$ cat src/rtl/cache_fill_arbiter_pkg.sv
// Shared definitions for the cache fill arbiter and the cache modules that size
// their data arrays from the same block geometry.
package cache_fill_arbiter_pkg;

    localparam int WORDS_PER_BLK_DEF = 8;
    localparam int MEM_LAT_DEF       = 4;

    typedef enum logic [1:0] {
        IDLE  = 2'd0,
        FILL  = 2'd1,
        DONE  = 2'd2,
        WRITE = 2'd3
    } arb_state_e;

    typedef enum logic {
        OWN_IC = 1'b0,
        OWN_DC = 1'b1
    } owner_e;

endpackage

$ cat src/rtl/cache_fill_arbiter_fill_word_counter.sv
// Issue / receive word counters for one block fill. Both counters saturate at
// WORDS_PER_BLK so a late increment can never wrap back into a valid index.
// Reset is synchronous and active-high on rst_n.
module fill_word_counter #(
    parameter int WORDS_PER_BLK = 8,
    parameter int CNT_W         = $clog2(WORDS_PER_BLK) + 1
) (
    input  logic             clk,
    input  logic             rst_n,
    input  logic             clear,
    input  logic             issue_inc,
    input  logic             recv_inc,
    output logic [CNT_W-1:0] issue_cnt,
    output logic [CNT_W-1:0] recv_cnt,
    output logic             issue_term,
    output logic             recv_last
);

    logic recv_term;

    assign issue_term = (issue_cnt == CNT_W'(WORDS_PER_BLK));
    assign recv_term  = (recv_cnt  == CNT_W'(WORDS_PER_BLK));
    assign recv_last  = (recv_cnt  == CNT_W'(WORDS_PER_BLK - 1));

    // Counter state: clear (optionally pre-counting the first issue) or saturating increment.
    always_ff @(posedge clk) begin
        if (rst_n) begin
            issue_cnt <= {CNT_W{1'b0}};
            recv_cnt  <= {CNT_W{1'b0}};
        end else if (clear) begin
            issue_cnt <= {{(CNT_W-1){1'b0}}, issue_inc};
            recv_cnt  <= {CNT_W{1'b0}};
        end else begin
            if (issue_inc && !issue_term) begin
                issue_cnt <= issue_cnt + CNT_W'(1);
            end
            if (recv_inc && !recv_term) begin
                recv_cnt <= recv_cnt + CNT_W'(1);
            end
        end
    end

endmodule

$ cat src/rtl/cache_fill_arbiter.sv
// Arbiter for the shared main-memory port: I-cache fills, D-cache fills and
// D-cache write-through stores. Reset is synchronous and active-high on rst_n.
// Optional build macro CACHE_FILL_ARB_RR_EN: alternate I/D grants when both
// misses are pending (default build gives the D-cache fixed priority).
module cache_fill_arbiter
    import cache_fill_arbiter_pkg::*;
#(
    parameter  int ADDR_W        = 16,
    parameter  int DATA_W        = 16,
    parameter  int WORDS_PER_BLK = WORDS_PER_BLK_DEF,
    parameter  int MEM_LAT       = MEM_LAT_DEF,
    localparam int IDX_W         = $clog2(WORDS_PER_BLK)
) (
    input  logic              clk,
    input  logic              rst_n,
    input  logic              ic_miss,
    input  logic [ADDR_W-1:0] ic_addr,
    input  logic              dc_miss,
    input  logic [ADDR_W-1:0] dc_addr,
    input  logic              dc_wr_req,
    input  logic [ADDR_W-1:0] dc_wr_addr,
    input  logic [DATA_W-1:0] dc_wr_data,
    output logic              mem_en,
    output logic              mem_wr,
    output logic [ADDR_W-1:0] mem_addr,
    output logic [DATA_W-1:0] mem_wdata,
    input  logic [DATA_W-1:0] mem_rdata,
    input  logic              mem_rvalid,
    output logic [DATA_W-1:0] fill_data,
    output logic [IDX_W-1:0]  fill_idx,
    output logic              ic_fill_we,
    output logic              dc_fill_we,
    output logic              ic_fill_done,
    output logic              dc_fill_done,
    output logic              dc_wr_ack,
    output logic              fill_busy
);

    localparam int CNT_W = IDX_W + 1;
    // Byte offset within a block spans IDX_W word bits plus the byte-in-word bit.
    localparam logic [ADDR_W-1:0] BLK_MASK = ~(ADDR_W'(2 * WORDS_PER_BLK - 1));

    if (WORDS_PER_BLK < 2 || (WORDS_PER_BLK & (WORDS_PER_BLK - 1)) != 0) begin : g_bad_wpb
        $error("WORDS_PER_BLK must be a power of two");
    end
    if (MEM_LAT < 1) begin : g_bad_lat
        $error("MEM_LAT must be at least 1");
    end

    arb_state_e        state;
    owner_e            owner;
    logic [ADDR_W-1:0] base;

    logic              grant_fill;
    logic              grant_write;
    owner_e            grant_owner;
    logic [ADDR_W-1:0] grant_base;

    logic              cnt_clear;
    logic              cnt_issue_inc;
    logic              cnt_recv_inc;
    logic [CNT_W-1:0]  issue_cnt;
    logic [CNT_W-1:0]  recv_cnt;
    logic              issue_term;
    logic              recv_last;

`ifdef CACHE_FILL_ARB_RR_EN
    owner_e            last_owner;

    // Remember who won the last fill so simultaneous misses alternate.
    always_ff @(posedge clk) begin
        if (rst_n) begin
            last_owner <= OWN_IC;
        end else if (state == IDLE && grant_fill) begin
            last_owner <= grant_owner;
        end else begin
            last_owner <= last_owner;
        end
    end
`endif

    // Request selection: misses beat stores; D beats I unless alternating.
    always_comb begin
        grant_fill  = 1'b0;
        grant_write = 1'b0;
        grant_owner = OWN_DC;
        if (ic_miss && dc_miss) begin
            grant_fill = 1'b1;
`ifdef CACHE_FILL_ARB_RR_EN
            grant_owner = (last_owner == OWN_DC) ? OWN_IC : OWN_DC;
`else
            grant_owner = OWN_DC;
`endif
        end else if (dc_miss) begin
            grant_fill  = 1'b1;
            grant_owner = OWN_DC;
        end else if (ic_miss) begin
            grant_fill  = 1'b1;
            grant_owner = OWN_IC;
        end else if (dc_wr_req) begin
            grant_write = 1'b1;
        end else begin
            grant_write = 1'b0;
        end
    end

    assign grant_base = ((grant_owner == OWN_DC) ? dc_addr : ic_addr) & BLK_MASK;

    // Counter control: word 0 is issued on the grant edge, so the clear pre-counts it.
    always_comb begin
        cnt_clear     = 1'b0;
        cnt_issue_inc = 1'b0;
        cnt_recv_inc  = 1'b0;
        case (state)
            IDLE: begin
                cnt_clear     = 1'b1;
                cnt_issue_inc = grant_fill;
            end
            FILL: begin
                cnt_issue_inc = !issue_term;
                cnt_recv_inc  = mem_rvalid;
            end
            default: begin
                cnt_clear = 1'b0;
            end
        endcase
    end

    fill_word_counter #(
        .WORDS_PER_BLK (WORDS_PER_BLK),
        .CNT_W         (CNT_W)
    ) u_cnt (
        .clk        (clk),
        .rst_n      (rst_n),
        .clear      (cnt_clear),
        .issue_inc  (cnt_issue_inc),
        .recv_inc   (cnt_recv_inc),
        .issue_cnt  (issue_cnt),
        .recv_cnt   (recv_cnt),
        .issue_term (issue_term),
        .recv_last  (recv_last)
    );

    // Main FSM with all memory-side and cache-side outputs registered; outputs idle at 0.
    always_ff @(posedge clk) begin
        if (rst_n) begin
            state        <= IDLE;
            owner        <= OWN_IC;
            base         <= {ADDR_W{1'b0}};
            mem_en       <= 1'b0;
            mem_wr       <= 1'b0;
            mem_addr     <= {ADDR_W{1'b0}};
            mem_wdata    <= {DATA_W{1'b0}};
            fill_data    <= {DATA_W{1'b0}};
            fill_idx     <= {IDX_W{1'b0}};
            ic_fill_we   <= 1'b0;
            dc_fill_we   <= 1'b0;
            ic_fill_done <= 1'b0;
            dc_fill_done <= 1'b0;
            dc_wr_ack    <= 1'b0;
        end else begin
            mem_en       <= 1'b0;
            mem_wr       <= 1'b0;
            mem_addr     <= {ADDR_W{1'b0}};
            mem_wdata    <= {DATA_W{1'b0}};
            fill_data    <= {DATA_W{1'b0}};
            fill_idx     <= {IDX_W{1'b0}};
            ic_fill_we   <= 1'b0;
            dc_fill_we   <= 1'b0;
            ic_fill_done <= 1'b0;
            dc_fill_done <= 1'b0;
            dc_wr_ack    <= 1'b0;
            case (state)
                IDLE: begin
                    if (grant_fill) begin
                        state    <= FILL;
                        owner    <= grant_owner;
                        base     <= grant_base;
                        mem_en   <= 1'b1;
                        mem_addr <= grant_base;
                    end else if (grant_write) begin
                        state     <= WRITE;
                        mem_en    <= 1'b1;
                        mem_wr    <= 1'b1;
                        mem_addr  <= dc_wr_addr;
                        mem_wdata <= dc_wr_data;
                        dc_wr_ack <= 1'b1;
                    end else begin
                        state <= IDLE;
                    end
                end
                FILL: begin
                    if (!issue_term) begin
                        mem_en   <= 1'b1;
                        mem_addr <= base + ADDR_W'({issue_cnt, 1'b0});
                    end
                    if (mem_rvalid) begin
                        fill_data  <= mem_rdata;
                        fill_idx   <= recv_cnt[IDX_W-1:0];
                        ic_fill_we <= (owner == OWN_IC);
                        dc_fill_we <= (owner == OWN_DC);
                        if (recv_last) begin
                            state        <= DONE;
                            ic_fill_done <= (owner == OWN_IC);
                            dc_fill_done <= (owner == OWN_DC);
                        end
                    end
                end
                DONE: begin
                    state <= IDLE;
                end
                WRITE: begin
                    state <= IDLE;
                end
                default: begin
                    state <= IDLE;
                end
            endcase
        end
    end

    assign fill_busy = (state != IDLE) | ic_miss | dc_miss | dc_wr_req;

endmodule

$ cat config.mk
export PLATFORM = sky130hd
export DESIGN_NAME = cache_fill_arbiter
export DESIGN_NICKNAME = d
export VERILOG_FILES = /design/src/rtl/cache_fill_arbiter_pkg.sv /design/src/rtl/cache_fill_arbiter_fill_word_counter.sv /design/src/rtl/cache_fill_arbiter.sv
export SDC_FILE = /design/constraint.sdc
export NUM_CORES = 1
export LEC_CHECK = 0
export CAP_MARGIN = 30
export CORE_MARGIN = 2
export CORE_UTILIZATION = 43
export DETAILED_ROUTE_END_ITERATION = 16
export PLACE_DENSITY = 0.84
export SLEW_MARGIN = 25
export SYNTH_ARGS = -nofsm -noshare
export SYNTH_HDL_FRONTEND = slang
export SYNTH_SLANG_ARGS = --single-unit
$ cat constraint.sdc
create_clock -name clk -period 2.6 [get_ports clk]
set_input_delay 0.26 -clock clk [delete_from_list [all_inputs] [get_ports clk]]
set_output_delay 0.26 -clock clk [all_outputs]
set_load 0.005 [all_outputs]
* Yosys cells after proc, flatten, opt, wreduce, memory -nomap -nowiden
Index checks and enable logic that the tools add are counted.
** Word-level totals
- Logic and storage cells :: 81
- Bits in registers :: 80
- Bits of input ports :: 86
** Operators by class
- Equal/unequal tests :: 8
- Multiplexer cells :: 29
- Reduce and logical (&&, ||, !) cells :: 16
- Add/subtract/negate cells :: 3
- Bitwise operators :: 9
** Operators by type and width (number)
- two-way mux 16 bit :: 4
- one-hot mux 16 bit (2 select lines) :: 1
- two-way mux 1 bit :: 17
- adder 16 x 5 -> 16 bit :: 1
- adder 4 x 1 -> 4 bit (second input constant) :: 2
- equality test 4 bit (second input constant) :: 2
- two-way mux 2 bit :: 4
- OR reduction 4 bit :: 2
- NOT 1 bit :: 6
- one-hot mux 2 bit (3 select lines) :: 1
- OR reduction 3 bit :: 2
- equality test 2 bit (second input constant) :: 2
- equality test 4 x 3 -> 1 bit (second input constant) :: 1
- != test 2 bit (second input constant) :: 2
- one-hot mux 1 bit (2 select lines) :: 2
- AND reduction 2 bit :: 2
- nonzero test 2 bit :: 2
- OR reduction 2 bit :: 2
- logical AND 1 bit :: 3
- OR 1 bit :: 3
- equality test 2 x 1 -> 1 bit (second input constant) :: 1
- logical NOT 1 bit :: 2
- logical NOT 2 bit :: 1

* Logic depth before layout (Yosys ltp)
- Depth after elaboration :: 7
- Gate-level depth with buffers :: 7
- Mapped depth without buffers :: 6

* By module
From an unflattened synthesis, not the netlist that was laid out.
** Second synthesis, totals
- Cell total of the unflattened synthesis :: 310
- Area, all modules :: 2989.1 sq um
** By module, submodules not included
- cache_fill_arbiter :: sequential area each 1441.4 sq um, area an instance 2538.7 sq um, instances 1, cells each 257
- fill_word_counter :: sequential area each 160.2 sq um, area an instance 450.4 sq um, instances 1, cells each 53

* Least setup slack after synthesis
Ideal clock, no wire load.
- Kind :: flip-flop to flip-flop
- From :: register u_cnt.issue_cnt[3]
- To :: register mem_addr[15]
- Setup time :: 136 ps
- Arrival time :: 1430 ps
- Clock period less this slack :: 1567 ps
- Cell stages (with the launch flop) :: 6
- Required time :: 2464 ps
- Path slack :: 1033 ps
- Cell sequence :: dfxtp_1 ha_1 nand4_2 or4_1 nand4b_1 o221ai_1
** Between the ends
- Cells in the longest elaborated chain, start to end :: 3
** Ends and longest elaborated chain
- start, declared :: RTL line cache_fill_arbiter_fill_word_counter.sv:13 : output logic [CNT_W-1:0] issue_cnt,
- start signal, assigned :: RTL line cache_fill_arbiter_fill_word_counter.sv:28 : issue_cnt <= {CNT_W{1'b0}};
- start signal, assigned :: RTL line cache_fill_arbiter_fill_word_counter.sv:31 : issue_cnt <= {{(CNT_W-1){1'b0}}, issue_inc};
- start signal, assigned :: RTL line cache_fill_arbiter_fill_word_counter.sv:35 : issue_cnt <= issue_cnt + CNT_W'(1);
- adder 16 x 5 -> 16 bit or equality test 4 bit (tied branches) :: RTL line cache_fill_arbiter.sv:195, cache_fill_arbiter_fill_word_counter.sv:21
- two-way mux 16 bit (*) :: RTL line cache_fill_arbiter.sv:193 : if (!issue_term) begin
- one-hot mux 16 bit (2 select lines) (*) :: RTL line cache_fill_arbiter.sv:173 : case (state)
- end signal, assigned :: RTL line cache_fill_arbiter.sv:180 : mem_addr <= grant_base;
- end signal, assigned :: RTL line cache_fill_arbiter.sv:185 : mem_addr <= dc_wr_addr;
- end signal, assigned :: RTL line cache_fill_arbiter.sv:195 : mem_addr <= base + ADDR_W'({issue_cnt, 1'b0});
- end, declared :: RTL line cache_fill_arbiter.sv:25 : output logic [ADDR_W-1:0] mem_addr,
Mark *: on every way between the ends. The rest lies on a longest branch, timed or not.
A chain may end at the register's enable or synchronous reset.

* Worst setup path after layout
- From :: input port dc_miss
- To :: output port fill_busy
** Between the ends
- Cells in the longest elaborated chain, start to end :: 2
** Ends and longest elaborated chain
- start, declared :: RTL line cache_fill_arbiter.sv:18 : input logic dc_miss,
- OR 1 bit (2 in a row) :: RTL line cache_fill_arbiter.sv:222 : assign fill_busy = (state != IDLE) | ic_miss | dc_miss | dc_wr_req;
- end, declared :: RTL line cache_fill_arbiter.sv:36 : output logic fill_busy
Every way passes these cells.

==> results.md <==
- Status: finished clean
- Synthesized cell area: 2970 µm²
- CP peak stage delay: 0.49 ns
- Largest cells by area after synthesis: dfxtp_1 (54%), and2_1 (7.6%), nand2_1 (4.5%), o221ai_1 (3.2%), a31oi_1 (2.5%)
- DRC viols: 0
- Period Utilization, post-route: 77.9%
- Post-Synth Adder-Cell Area: 2.52%
- Setup Buffers After CTS: 0
- Simple-gate share of the synthesized area: 21.6%
- P_int: 1890 µW
- Initial antenna violation count: 0
- Clock Skews: 0.00885 ns
- Post-synthesis compound-gate area fraction: 15.0%
- CTS Buffer Depth: 2
- Logic pwr share: 14.3%
- Final Cell Area: 4630 µm²
- Multiplexer share of the synthesized area: 1.43%
- Post-CTS Hold Buffers: 0
- Core ar.: 6760 µm²
- Worst R2R Path Depth: 6
- Largest area contributor in the netlist: dfxtp_1
- GRT Util Overall: 20.4%
- RSZ-0062 raised after global routing: no
- Die W: 87.2 µm
- Lkg Pwr: 0.00173 µW
- Cells after synthesis: 307
- Min-Delay Path Depth: 2
- Worst Setup Start Kind: input port
- Flop pwr share: 51.7%
- Total CTS buffers: 9
- CTS resizes: 0
- Worst-path fanout max: 5
- Worst EP arrival: 1.77 ns
- CP max-delay cell: clkdlybuf4s50_1
- Hold_ws: 0.452 ns
- Clock Root Buffer: clkbuf_8
- Max Cap Viol: 0
- Worst path depth: 4
- Synth top area share: 53.8%
- Placed Instances: 518
- Pin count of the biggest net entering global routing: 20
- Setup ws final: 0.574 ns
- H-tree levels: 3
- Critical Path, Cell by Cell: clkdlybuf4s50_1 > nor2_1 > nand3b_1 > clkdlybuf4s50_1
- DR WL/cell: 14.7 µm
- Seq/Total Area, Yosys: 53.8%
- First-pass GRT wire length: 11900 µm
- Die Y: 87.2 µm
- Post-synth cell types: 47
- Switching portion of total power: 25.8%
- Ports: 145
- XOR/XNOR Fraction of Synth Area: 2.06%
- Dpl cell area: 4440 µm²
- Worst hold start: mem_rdata[2]
- Layout area overhead: 55.5%
- DR iter-0 viols: 103
- Setup violations, final: 0
- Reg-to-reg startpoint: u_cnt.issue_cnt[3]
- Syn Nets: 399
- First-pass DRT Iterations: 4
- Critical path class: in2out
- Vias per inst: 5.15
- Most used DFF post-synth: dfxtp_1
- Die Area: 7600 µm²
- Nets: 541
- TritonCTS clock tree: done
- Worst Hold Class: in2reg
- DP HPWL: 5920 µm
- Routed via count: 2751
- Worst Setup SP: dc_miss
- Cell family with most CP delay: buffers and inverters
- # port buffers: 136
- Flops & latches, synth: 80
- CTS sink cnt: 80
- Slew @ Worst Pin: 0.571 ns
- Max Freq: 0.494 GHz
- Clock transition at path regs: 0.09 ns
- Setup TNS after final layout: 0 ns
- Cell Count, Final, Fillers Out: 534
- Fin crit period: 2.03 ns
- Worst slack, placed: 0.617 ns
- Crit path top cell by count: clkdlybuf4s50_1
- Post-synth EDFFs: 0
- Buffers plus inverters on the worst setup path: 2
- Async SR Flop Fraction: 0%
- Mapped Avg Cell Area: 9.69 µm²
- Core Rows: 30
- Peak supply drop: 0.319 mV
- Ant diodes: 0
- Clock share of power: 34.0%
- Clock latency at the later pin of the worst-skew pair: 0.35 ns
- WP data required: 2.34 ns
- Pins Over Slew Limit: 0
- Final WL: 7830 µm
- Switching pwr: 655 µW
- Worst setup EP type: output pin
- P per Cell Area: 550 nW/µm²
- Share of layout cells above drive strength 1: 7.71%
- Routed Antenna Nets: 0
- Max_slew headroom: 61.9%
- Synth warn: 0
- Largest family of logic cells by synthesized area: simple AND/OR/NAND/NOR gates
- Starting density of the core: 44.0%
- Placer congestion estimate: 0.816
- Overflow left after global routing: 0
- Count of final hold-check violations: 0
- Vias in the first global route: 2576
==> flip-flops by register name, indices dropped and copies added (netlist names) <==
name             cells
base                12
dc_fill_done         1
dc_fill_we           1
dc_wr_ack            1
fill_data           16
fill_idx             3
ic_fill_done         1
ic_fill_we           1
mem_addr            16
mem_en               1
mem_wdata           16
owner                1
state                2
u_cnt.issue_cnt      4
u_cnt.recv_cnt       4
==> placed cells by master, fill, tap and decap left out, drive strengths merged, types with 3 or more instances in the layout <==
master / netlist / layout
dfxtp: 80 / 80
clkdlybuf4s50: 0 / 136
nor2: 17 / 17
ha: 6 / 6
o221ai: 11 / 11
o21a: 4 / 4
a21oi: 14 / 14
inv: 9 / 11
a31oi: 12 / 12
nor3: 9 / 9
nand2: 36 / 36
xnor2: 5 / 5
nand3: 5 / 5
a22oi: 5 / 5
buf: 8 / 9
clkinv: 1 / 3
and2: 36 / 36
a211oi: 3 / 3
clkbuf: 6 / 10
o21ai: 8 / 8
nand4: 3 / 3
==> layout make-up <==
class / count / area, µm²
Fill cell: 535 / 2130
Tap cell: 80 / 100
Multi-Input combinational cell: 203 / 1270
Clock inverter: 6 / 52.6
Timing Repair Buffer: 145 / 1430
Inverter: 10 / 37.5
Clock buffer: 10 / 138
Sequential cell: 80 / 1600
==> per-layer routing <==
metal,vias up,part of all wire (%),wire [µm],track usage [%]
met5,-,0,0,0
met4,0,2.6,202,9.37
met3,15,4.7,364,4.74
met2,85,53,4170,36.8
met1,1295,39,3090,22.6
li1,1356,-,-,-
==> final timing paths <==
check	slack, ns	to
hold reg to reg	0.47	base[4]
setup / recovery	0.57	fill_busy
setup reg to reg	0.70	mem_addr[14]
hold / removal	0.45	fill_data[2]
==> Yosys cell counts, types with 2 or more instances <==
cell type	instances
a211oi_1	2
a21oi_1	14
a22oi_1	5
a31oi_1	12
and2_1	36
and3_1	2
and3b_1	2
buf_2	6
buf_4	2
clkbuf_1	6
dfxtp_1	80
ha_1	6
inv_1	9
mux2_2	2
mux2i_1	2
nand2_1	36
nand3_1	5
nand4_1	2
nor2_1	15
nor2_2	2
nor3_1	7
nor3_2	2
nor4_1	2
o21a_1	4
o21ai_0	8
o221ai_1	11
o31a_1	2
xnor2_1	5
xor2_1	2
==> per-stage QoR <==
step           total power, µW  utilization (%)
4_1_cts                   2560             68.5
2_1_floorplan             1480                -
3_5_place_dp              1710             65.6
5_1_grt                   2650             68.5
6_report                  2540             68.5
3_3_place_gp              1690             65.6
==> power groups by stage <==
stage	Clock (µW)	Combinational (µW)	Sequential, µW
finish	865	364	1310
global route	938	395	1320
floorplan	0	136	1340
detailed placement	0	363	1340
CTS	883	366	1310
global placement	0	354	1340
==> cell families (layout without fill, tap and decap cells) <==
family          Yosys count  in the layout
simple gates            121            121
flops                    80             80
compound gates           65             65
buf+inv                  24            171
xor+xnor                  7              7
fa+ha+maj                 6              6
mux                       4              4
Power figures use the tool's default switching activity.
